--- src/rtl/board_level_data_physical_decoder_if.sv ---
// Receive-FIFO pop side and output-FIFO write side of the 6b/8b line decoder.
// master = decoder, slave = surrounding FIFOs / environment.
interface board_level_data_physical_decoder_if;
    logic       empty;
    logic       rd;
    logic       valid;
    logic [7:0] encoded_data;
    logic       full;
    logic       wr;
    logic [5:0] out_data;
    logic       out_start;
    logic       out_end;
    logic       out_abort;

    modport master (
        input  empty, valid, encoded_data, full,
        output rd, wr, out_data, out_start, out_end, out_abort
    );

    modport slave (
        output empty, valid, encoded_data, full,
        input  rd, wr, out_data, out_start, out_end, out_abort
    );
endinterface

--- src/rtl/board_level_data_physical_decoder.sv ---
// Board-level 6b/8b receive decoder: classifies line symbols, tracks framing,
// truncates over-long frames and writes payload/markers to the output FIFO.
module board_level_data_physical_decoder #(
    parameter int MAX_FRAME_LEN = 1024,
    parameter int LEN_WIDTH     = 11,
    parameter int CNT_WIDTH     = 16
) (
    input  logic                 clk,
    input  logic                 rst,
    board_level_data_physical_decoder_if.master bus,
    output logic [LEN_WIDTH-1:0] frame_len,
    output logic [CNT_WIDTH-1:0] frame_count,
    output logic [CNT_WIDTH-1:0] error_count,
    output logic                 err_pulse
);
    localparam logic [LEN_WIDTH-1:0] MAX_LEN = LEN_WIDTH'(MAX_FRAME_LEN);

    typedef enum logic [1:0] {IDLE, FRAME, DISCARD} state_t;
    typedef enum logic [2:0] {SYM_FILL, SYM_START, SYM_END, SYM_DATA, SYM_ILLEGAL} sym_t;

    state_t               state_reg, state_next;
    logic [LEN_WIDTH-1:0] len_reg, len_next;
    logic                 wr_reg, wr_next;
    logic [5:0]           data_reg, data_next;
    logic                 start_reg, start_next;
    logic                 end_reg, end_next;
    logic                 abort_reg, abort_next;
    logic                 err_reg, err_next;
    logic [LEN_WIDTH-1:0] frame_len_reg, frame_len_next;
    logic [CNT_WIDTH-1:0] frame_count_reg, frame_count_next;
    logic [CNT_WIDTH-1:0] error_count_reg, error_count_next;

    sym_t       sym_kind;
    logic [5:0] payload;

    for (genvar gi = 0; gi < 6; gi++) begin : g_payload
        assign payload[gi] = bus.encoded_data[gi+2];
    end

    // Pop only when the output side can absorb the word already in flight.
    assign bus.rd = ~bus.full & ~bus.empty & ~rst;

    always_comb begin
        sym_kind = SYM_ILLEGAL;
        if (bus.encoded_data == 8'h00)
            sym_kind = SYM_FILL;
        else if (bus.encoded_data == 8'h01)
            sym_kind = SYM_START;
        else if (bus.encoded_data == 8'h02)
            sym_kind = SYM_END;
        else if (bus.encoded_data[1:0] == 2'b11)
            sym_kind = SYM_DATA;
    end

    always_comb begin
        state_next       = state_reg;
        len_next         = len_reg;
        wr_next          = 1'b0;
        data_next        = 6'd0;
        start_next       = 1'b0;
        end_next         = 1'b0;
        abort_next       = 1'b0;
        err_next         = 1'b0;
        frame_len_next   = frame_len_reg;
        frame_count_next = frame_count_reg;
        error_count_next = error_count_reg;

        if (bus.valid) begin
            unique case (sym_kind)
                SYM_FILL: ;
                SYM_START: begin
                    wr_next    = 1'b1;
                    start_next = 1'b1;
                    len_next   = '0;
                    if (state_reg == FRAME) begin
                        abort_next = 1'b1;
                        err_next   = 1'b1;
                    end
                    state_next = FRAME;
                end
                SYM_END: begin
                    case (state_reg)
                        FRAME: begin
                            wr_next          = 1'b1;
                            end_next         = 1'b1;
                            frame_len_next   = len_reg;
                            frame_count_next = frame_count_reg + CNT_WIDTH'(1);
                            state_next       = IDLE;
                        end
                        DISCARD: state_next = IDLE;
                        default: err_next = 1'b1;
                    endcase
                end
                SYM_DATA: begin
                    case (state_reg)
                        FRAME: begin
                            if (len_reg < MAX_LEN) begin
                                wr_next   = 1'b1;
                                data_next = payload;
                                len_next  = len_reg + LEN_WIDTH'(1);
                            end else begin
                                // Over-long frame: close it as aborted and drop the rest.
                                wr_next    = 1'b1;
                                end_next   = 1'b1;
                                abort_next = 1'b1;
                                err_next   = 1'b1;
                                state_next = DISCARD;
                            end
                        end
                        DISCARD: ;
                        default: err_next = 1'b1;
                    endcase
                end
                default: err_next = 1'b1;
            endcase
        end

        if (err_next && (error_count_reg != {CNT_WIDTH{1'b1}}))
            error_count_next = error_count_reg + CNT_WIDTH'(1);
    end

    always_ff @(posedge clk) begin
        if (rst) begin
            state_reg       <= IDLE;
            len_reg         <= '0;
            wr_reg          <= 1'b0;
            data_reg        <= 6'd0;
            start_reg       <= 1'b0;
            end_reg         <= 1'b0;
            abort_reg       <= 1'b0;
            err_reg         <= 1'b0;
            frame_len_reg   <= '0;
            frame_count_reg <= '0;
            error_count_reg <= '0;
        end else begin
            state_reg       <= state_next;
            len_reg         <= len_next;
            wr_reg          <= wr_next;
            data_reg        <= data_next;
            start_reg       <= start_next;
            end_reg         <= end_next;
            abort_reg       <= abort_next;
            err_reg         <= err_next;
            frame_len_reg   <= frame_len_next;
            frame_count_reg <= frame_count_next;
            error_count_reg <= error_count_next;
        end
    end

    assign bus.wr        = wr_reg;
    assign bus.out_data  = data_reg;
    assign bus.out_start = start_reg;
    assign bus.out_end   = end_reg;
    assign bus.out_abort = abort_reg;
    assign err_pulse     = err_reg;
    assign frame_len     = frame_len_reg;
    assign frame_count   = frame_count_reg;
    assign error_count   = error_count_reg;
endmodule

--- src/flat_wrapper.sv ---
// flat-port wrapper written by rule: the top's interface ports become plain ports
module board_level_data_physical_decoder_flat 
#(
    parameter int MAX_FRAME_LEN = 1024,
    parameter int LEN_WIDTH     = 11,
    parameter int CNT_WIDTH     = 16
)
  (clk, rst, frame_len, frame_count, error_count, err_pulse, bus_empty, bus_valid, bus_encoded_data, bus_full, bus_rd, bus_wr, bus_out_data, bus_out_start, bus_out_end, bus_out_abort);
  board_level_data_physical_decoder_if bus_i ();
  input  logic clk;
  input  logic rst;
  output logic [LEN_WIDTH-1:0] frame_len;
  output logic [CNT_WIDTH-1:0] frame_count;
  output logic [CNT_WIDTH-1:0] error_count;
  output logic err_pulse;
  input wire logic [$bits(bus_i.empty)-1:0] bus_empty;
  input wire logic [$bits(bus_i.valid)-1:0] bus_valid;
  input wire logic [$bits(bus_i.encoded_data)-1:0] bus_encoded_data;
  input wire logic [$bits(bus_i.full)-1:0] bus_full;
  output wire logic [$bits(bus_i.rd)-1:0] bus_rd;
  output wire logic [$bits(bus_i.wr)-1:0] bus_wr;
  output wire logic [$bits(bus_i.out_data)-1:0] bus_out_data;
  output wire logic [$bits(bus_i.out_start)-1:0] bus_out_start;
  output wire logic [$bits(bus_i.out_end)-1:0] bus_out_end;
  output wire logic [$bits(bus_i.out_abort)-1:0] bus_out_abort;
  assign bus_i.empty = bus_empty;
  assign bus_i.valid = bus_valid;
  assign bus_i.encoded_data = bus_encoded_data;
  assign bus_i.full = bus_full;
  assign bus_rd = bus_i.rd;
  assign bus_wr = bus_i.wr;
  assign bus_out_data = bus_i.out_data;
  assign bus_out_start = bus_i.out_start;
  assign bus_out_end = bus_i.out_end;
  assign bus_out_abort = bus_i.out_abort;
  board_level_data_physical_decoder #(.MAX_FRAME_LEN(MAX_FRAME_LEN), .LEN_WIDTH(LEN_WIDTH), .CNT_WIDTH(CNT_WIDTH)) u_core (.clk(clk), .rst(rst), .bus(bus_i), .frame_len(frame_len), .frame_count(frame_count), .error_count(error_count), .err_pulse(err_pulse));
endmodule
--- config.mk ---
export PLATFORM = sky130hd
export DESIGN_NAME = board_level_data_physical_decoder_flat
export DESIGN_NICKNAME = d
export VERILOG_FILES = /design/src/rtl/board_level_data_physical_decoder_if.sv /design/src/rtl/board_level_data_physical_decoder.sv /design/src/flat_wrapper.sv
export SDC_FILE = /design/constraint.sdc
export NUM_CORES = 1
export LEC_CHECK = 0
export CAP_MARGIN = 20
export CORE_UTILIZATION = 54
export CTS_CLUSTER_DIAMETER = 40
export DETAILED_ROUTE_END_ITERATION = 10
export GPL_TIMING_DRIVEN = 1
export PLACE_DENSITY = 0.95
export SYNTH_ARGS = -nofsm -noshare
export SYNTH_HDL_FRONTEND = slang
export SYNTH_SLANG_ARGS = --single-unit
--- constraint.sdc ---
create_clock -name clk -period 5.4 [get_ports clk]
set_clock_uncertainty 0.05 [all_clocks]
set_input_delay 0.54 -clock clk [delete_from_list [all_inputs] [get_ports clk]]
set_output_delay 0.54 -clock clk [all_outputs]
set_load 0.01 [all_outputs]
---- Yosys cells after proc, flatten, opt, wreduce, memory -nomap -nowiden ----
Cells that the tools add are included.
word-level totals
  register bits ........................... 67
  bits in latches ......................... 0
  bits in writable memories ............... 0
  memory bits (read-only) ................. 0
  bits of input ports ..................... 13
  output and inout port bits .............. 55
  logic and storage cells ................. 71
  memories kept ........................... 0
cells by class
  add/sub/neg operators ................... 3
  multiply operators ...................... 0
  div/mod/pow operators ................... 0
  magnitude comparators ................... 1
  equality and inequality tests ........... 13
  shift operators ......................... 0
  mux-type cells .......................... 22
  bitwise gates (word level) .............. 9
  reductions and logical operators ........ 12
operators by type and width
  operator                                             count
  adder 16 x 1 -> 16 bit (second input constant)       2
  2-to-1 mux 11 bit                                    2
  case mux 11 bit (2 select lines)                     1
  != test 16 bit (second input constant)               1
  2-to-1 mux 3 bit                                     4
  adder 11 x 1 -> 11 bit (second input constant)       1
  less-than comparator 11 bit (second input constant)  1
  == test 8 x 1 -> 1 bit (second input constant)       1
  == test 8 x 2 -> 1 bit (second input constant)       1
  zero test 8 bit                                      1
  case mux 1 bit (2 select lines)                      4
  inverter 1 bit                                       7
  == test 3 x 2 -> 1 bit (second input constant)       2
  2-to-1 mux 1 bit                                     6
  2-to-1 mux 2 bit                                     3
  case mux 2 bit (3 select lines)                      1
  OR reduction 2 bit                                   3
  AND reduction 5 bit                                  1
  OR reduction 5 bit                                   1
  == test 2 bit (second input constant)                2
  != test 2 x 1 -> 1 bit (second input constant)       2
  != test 2 bit (second input constant)                2
  case mux 1 bit (4 select lines)                      1
  AND reduction 4 bit                                  1
  8 further kinds                                      9

---- Depth between registers and ports, before layout ----
  depth after elaboration ................. 9
  mapped depth ............................ 9
  gate-level depth less buffers ........... 7

---- Worst setup path before layout ----
OpenSTA, ideal clock, no wires.
  path kind ............................... input port to flip-flop
  from .................................... input bus_encoded_data[5]
  to ...................................... register u_core.len_reg[7]
  library setup time ...................... 0.115 ns
  arrival ................................. 2.008 ns
  data required time ...................... 5.235 ns
  setup slack ............................. 3.227 ns
  stages .................................. 6
  path buffers ............................ 1
  path through ............................ or4_4 -> o32a_1 -> buf_6 -> nor4_2 -> xnor2_1 -> nor2_2
between the ends
  longest elaborated chain between the ends .. 7
  elaborated cells between the ends (all ways) .. 13
  classes of those cells .................. eq/ne: 6; mux: 4; reduce/logical: 3
ends and longest elaborated chain
  what                                                                           RTL line                                  RTL
  from (decl)                                                                    flat_wrapper.sv:18                        input wire logic [$bits(bus_i.encoded_data)-1:0] bus_encoded_data;
  == test 8 x 2 -> 1 bit                                                         board_level_data_physical_decoder.sv:49   else if (bus.encoded_data == 8'h02)
  2-to-1 mux 3 bit                                                               board_level_data_physical_decoder.sv:49
  2-to-1 mux 3 bit                                                               board_level_data_physical_decoder.sv:47   else if (bus.encoded_data == 8'h01)
  2-to-1 mux 3 bit (*)                                                           board_level_data_physical_decoder.sv:45   if (bus.encoded_data == 8'h00)
  == test 3 x 2 -> 1 bit / == test 3 x 1 -> 1 bit (equally long branches)        board_level_data_physical_decoder.sv:69   unique case (sym_kind)
  != test 2 x 1 -> 1 bit (no line) / nonzero test 2 bit (equally long branches)  --
  AND reduction 4 bit (no line)                                                  --
  to (signal assigned)                                                           board_level_data_physical_decoder.sv:137  len_reg <= len_next;
  to (decl)                                                                      board_level_data_physical_decoder.sv:22   logic [LEN_WIDTH-1:0] len_reg, len_next;
Mark *: on every way between the ends. The rest lies on a longest branch, timed or not.
A chain may end at the register's enable or synchronous reset.

---- Worst setup path after layout ----
Ends and elaborated chain as after synthesis.

==> impl_metrics.py <==
metrics = {
    "run_status": {
        "outcome": "completed",
    },
    "critical_path": {
        "crit_chain": "clkdlybuf4s50_1, or4_4, o32a_1, nor4_2, xnor2_1, nor2_2",
        "crit_type": "in -> reg",
        "worst_path_max_delay_cell": "or4_4",
        "crit_arrival_ps": 2740,
        "cp.required_ps": 5590,
        "r2r-start": "u_core.state_reg[0]",
        "worstSetupStartpointType": "input pin",
        "startpoint": "bus_encoded_data[5]",
        "endpoint_kind": "flop",
        "crit_path_max_incr_delay_ps": 590,
        "path_max_fanout": 10,
    },
    "routing": {
        "first_pass_iters": 5,
        "viasPerCell": 5.849,
        "first_iter_violations": 283,
        "ant_nets": 0,
        "drc": 0,
        "drt_wl_total_um": 7536,
        "via_count": 2831,
        "wire_per_inst_um": 15.57,
    },
    "logic_synthesis": {
        "syn_inst": 344,
        "synth_top_area_share_pct": 43.54,
        "yosys.area.top_type": "dfxtp_1",
        "synth.avg_cell_area_um2": 8.955,
        "synth_top_family_by_area": "simple AND/OR/NAND/NOR gates",
        "synth_nets": 361,
        "ys_seq_area_share_pct": 43.54,
        "synth-edff-count": 0,
        "synthFlopType": "dfxtp_1",
        "synth.top_cells.by_area": "dfxtp_1 (44%), xnor2_1 (6.5%), nor2_1 (5.2%)",
        "synth-compound-area-share_pct": 9.139,
        "synth_fa_ha_area_share_pct": 1.625,
        "synth_most_common_cell": "dfxtp_1",
        "synthMuxAreaShare_pct": 4.590,
        "synthXorXnorAreaFrac_pct": 6.824,
        "ys_types": 49,
        "syn-cell-area_um2": 3080,
        "synth-seq-cells": 67,
        "async_reset_ff_share_pct": 0,
        "synth.top_cells.by_count": "dfxtp_1 (67), nor2_1 (43), nand2_1 (25)",
        "yosys_warnings": 0,
        "synth-simple-area-share_pct": 29.73,
    },
    "cts": {
        "postCtsSetupBuffers": 0,
        "cts_buffer_depth": 2,
        "cts_resized": 0,
        "numCtsBuffers": 9,
        "root_buffer": "clkbuf_8",
        "cts_tree": "yes",
        "clock_latency_ps": 360,
        "clk_pin_slew_ps": 70,
        "clock_sinks": 67,
        "cts.htree.levels": 3,
        "hold_buffers": 0,
    },
    "global_routing": {
        "overflow": 0,
        "grt_max_degree": 53,
        "antenna_found_initial": 0,
        "met1_usage_pct": 31.59,
        "grt_busiest_layer": "met2",
        "first_global_vias": 2675,
        "use_met2_pct": 44.69,
        "grt.total_usage_pct": 26.67,
        "met3_usage_pct": 8.353,
        "grt_pass1_wl_um": 12500,
    },
    "timing": {
        "maxSlewHeadroom_pct": 45.18,
        "tightest_slew_ps": 814.7,
        "whs_ps": 413.2,
        "rsz0062_at_grt": "false",
        "fmax_mhz": 391.8,
        "layout_min_cycle_time_ps": 2552,
        "period_share_pct": 47.26,
        "drv_slew": 0,
        "fin_tns_setup_ps": 0,
        "setup_viol": 0,
        "hold_viol": 0,
    },
    "layout": {
        "drive_above_1_share_pct": 8.738,
        "syn_to_final_growth_pct": 28.11,
        "antenna_cells": 0,
        "nets": 424,
    },
    "power": {
        "power.density_nw_per_um2": 251.7,
        "vdd_drop_max_mv": 0.2593,
        "p_leak_nw": 1.366,
    },
    "placement": {
        "port_buffers": 67,
        "place_congestion": 0.8606,
        "hpwl_um": 5032,
    },
    "floorplanning": {
        "rows": 27,
        "core_um2": 5507,
        "dieArea_um2": 6011,
        "start_util_pct": 55.94,
        "die_w_um": 77.53,
        "ios": 68,
        "fp.dieH_um": 77.53,
    },
    "worst_hold_path": {
        "worstHoldStart": "u_core.state_reg[1]",
        "hp-class": "reg -> reg",
    },
    "flow_run": {
        "cap_violations": 0,
    },
}
-- power by group --
group	internal [mW]	switching, mW
clock network	0.259	0.195
logic	0.0167	0.0254
registers	0.495	0.00210
total	0.771	0.222
-- cells in the final DEF, fill, tap and decap left out, types with 2 or more instances in the layout --
cell type	count
a211oi_1	2
a21oi_1	20
and2_1	6
and3_1	5
and4_1	6
buf_4	3
bufinv_16	2
clkbuf_1	2
clkbuf_8	9
clkdlybuf4s50_1	66
clkinv_2	2
dfxtp_1	67
ha_1	4
inv_1	5
mux2i_1	13
nand2_1	25
nand2b_1	2
nand3_1	15
nand4_1	8
nor2_1	43
nor2_2	3
nor2b_1	3
nor3_1	9
nor4_1	10
nor4_2	3
o2111ai_1	2
o211ai_1	2
o21ai_0	12
o21ai_1	2
o31ai_1	4
or3_1	10
or4_1	4
xnor2_1	23
-- stage by stage --
stage	instances	setup slack [ps]	power (mW)	cell area, um2	util [%]
final	484	2848	0.9932	3946	71.67
after global placement	468	2626	0.5487	3737	67.87
after floorplan	344	3227	0.5334	3080	-
after CTS	484	2870	0.9955	3946	71.67
after global routing	484	2660	1.023	3946	71.67
after detailed placement	468	2506	0.5503	3737	67.87
-- area by class of cell --
type | count | area, um2
timing repair buffer | 70 | 688.2
clock inverter | 5 | 77.57
clock buffer | 11 | 131.4
inverter | 5 | 18.77
tap | 72 | 90.09
sequential | 67 | 1341
multi-input combinational | 254 | 1599
fill | 391 | 1560
-- cells by family (layout without fill, tap and decap cells) --
group / Yosys count / in the layout
simple gates: 164 / 164
flops: 67 / 67
compound gates: 48 / 48
mux: 14 / 14
xor+xnor: 24 / 24
fa+ha+maj: 4 / 4
buf+inv: 23 / 91
-- layer usage --
metal	share of wire [%]	up-vias	routed length, um
met1	42	1343	3150
met3	6.1	23	462
met4	2.4	0	182
li1	-	1352	-
met5	0	-	0
met2	50	113	3740
-- path summary, 6_finish.rpt --
| kind | endpoint | slack [ps] | depth (start not counted) |
|---|---|---|---|
| worst max register to register | u_core.error_count[3] | 3170 | 7 |
| worst max-delay path | u_core.len_reg[7] | 2850 | 6 |
| worst min-delay path | u_core.state_reg[1] | 410 | 2 |
| worst min register to register | u_core.state_reg[1] | 410 | 2 |
-- worst max-delay path: cells and delay by family --
kind | cells | cell delay (ps)
XOR/XNOR | 1 | 190
buffers and inverters | 1 | 460
AND/OR/NAND/NOR | 3 | 1000
AO/OA/AOI/OAI | 1 | 540
Power figures use the tool's default switching activity.
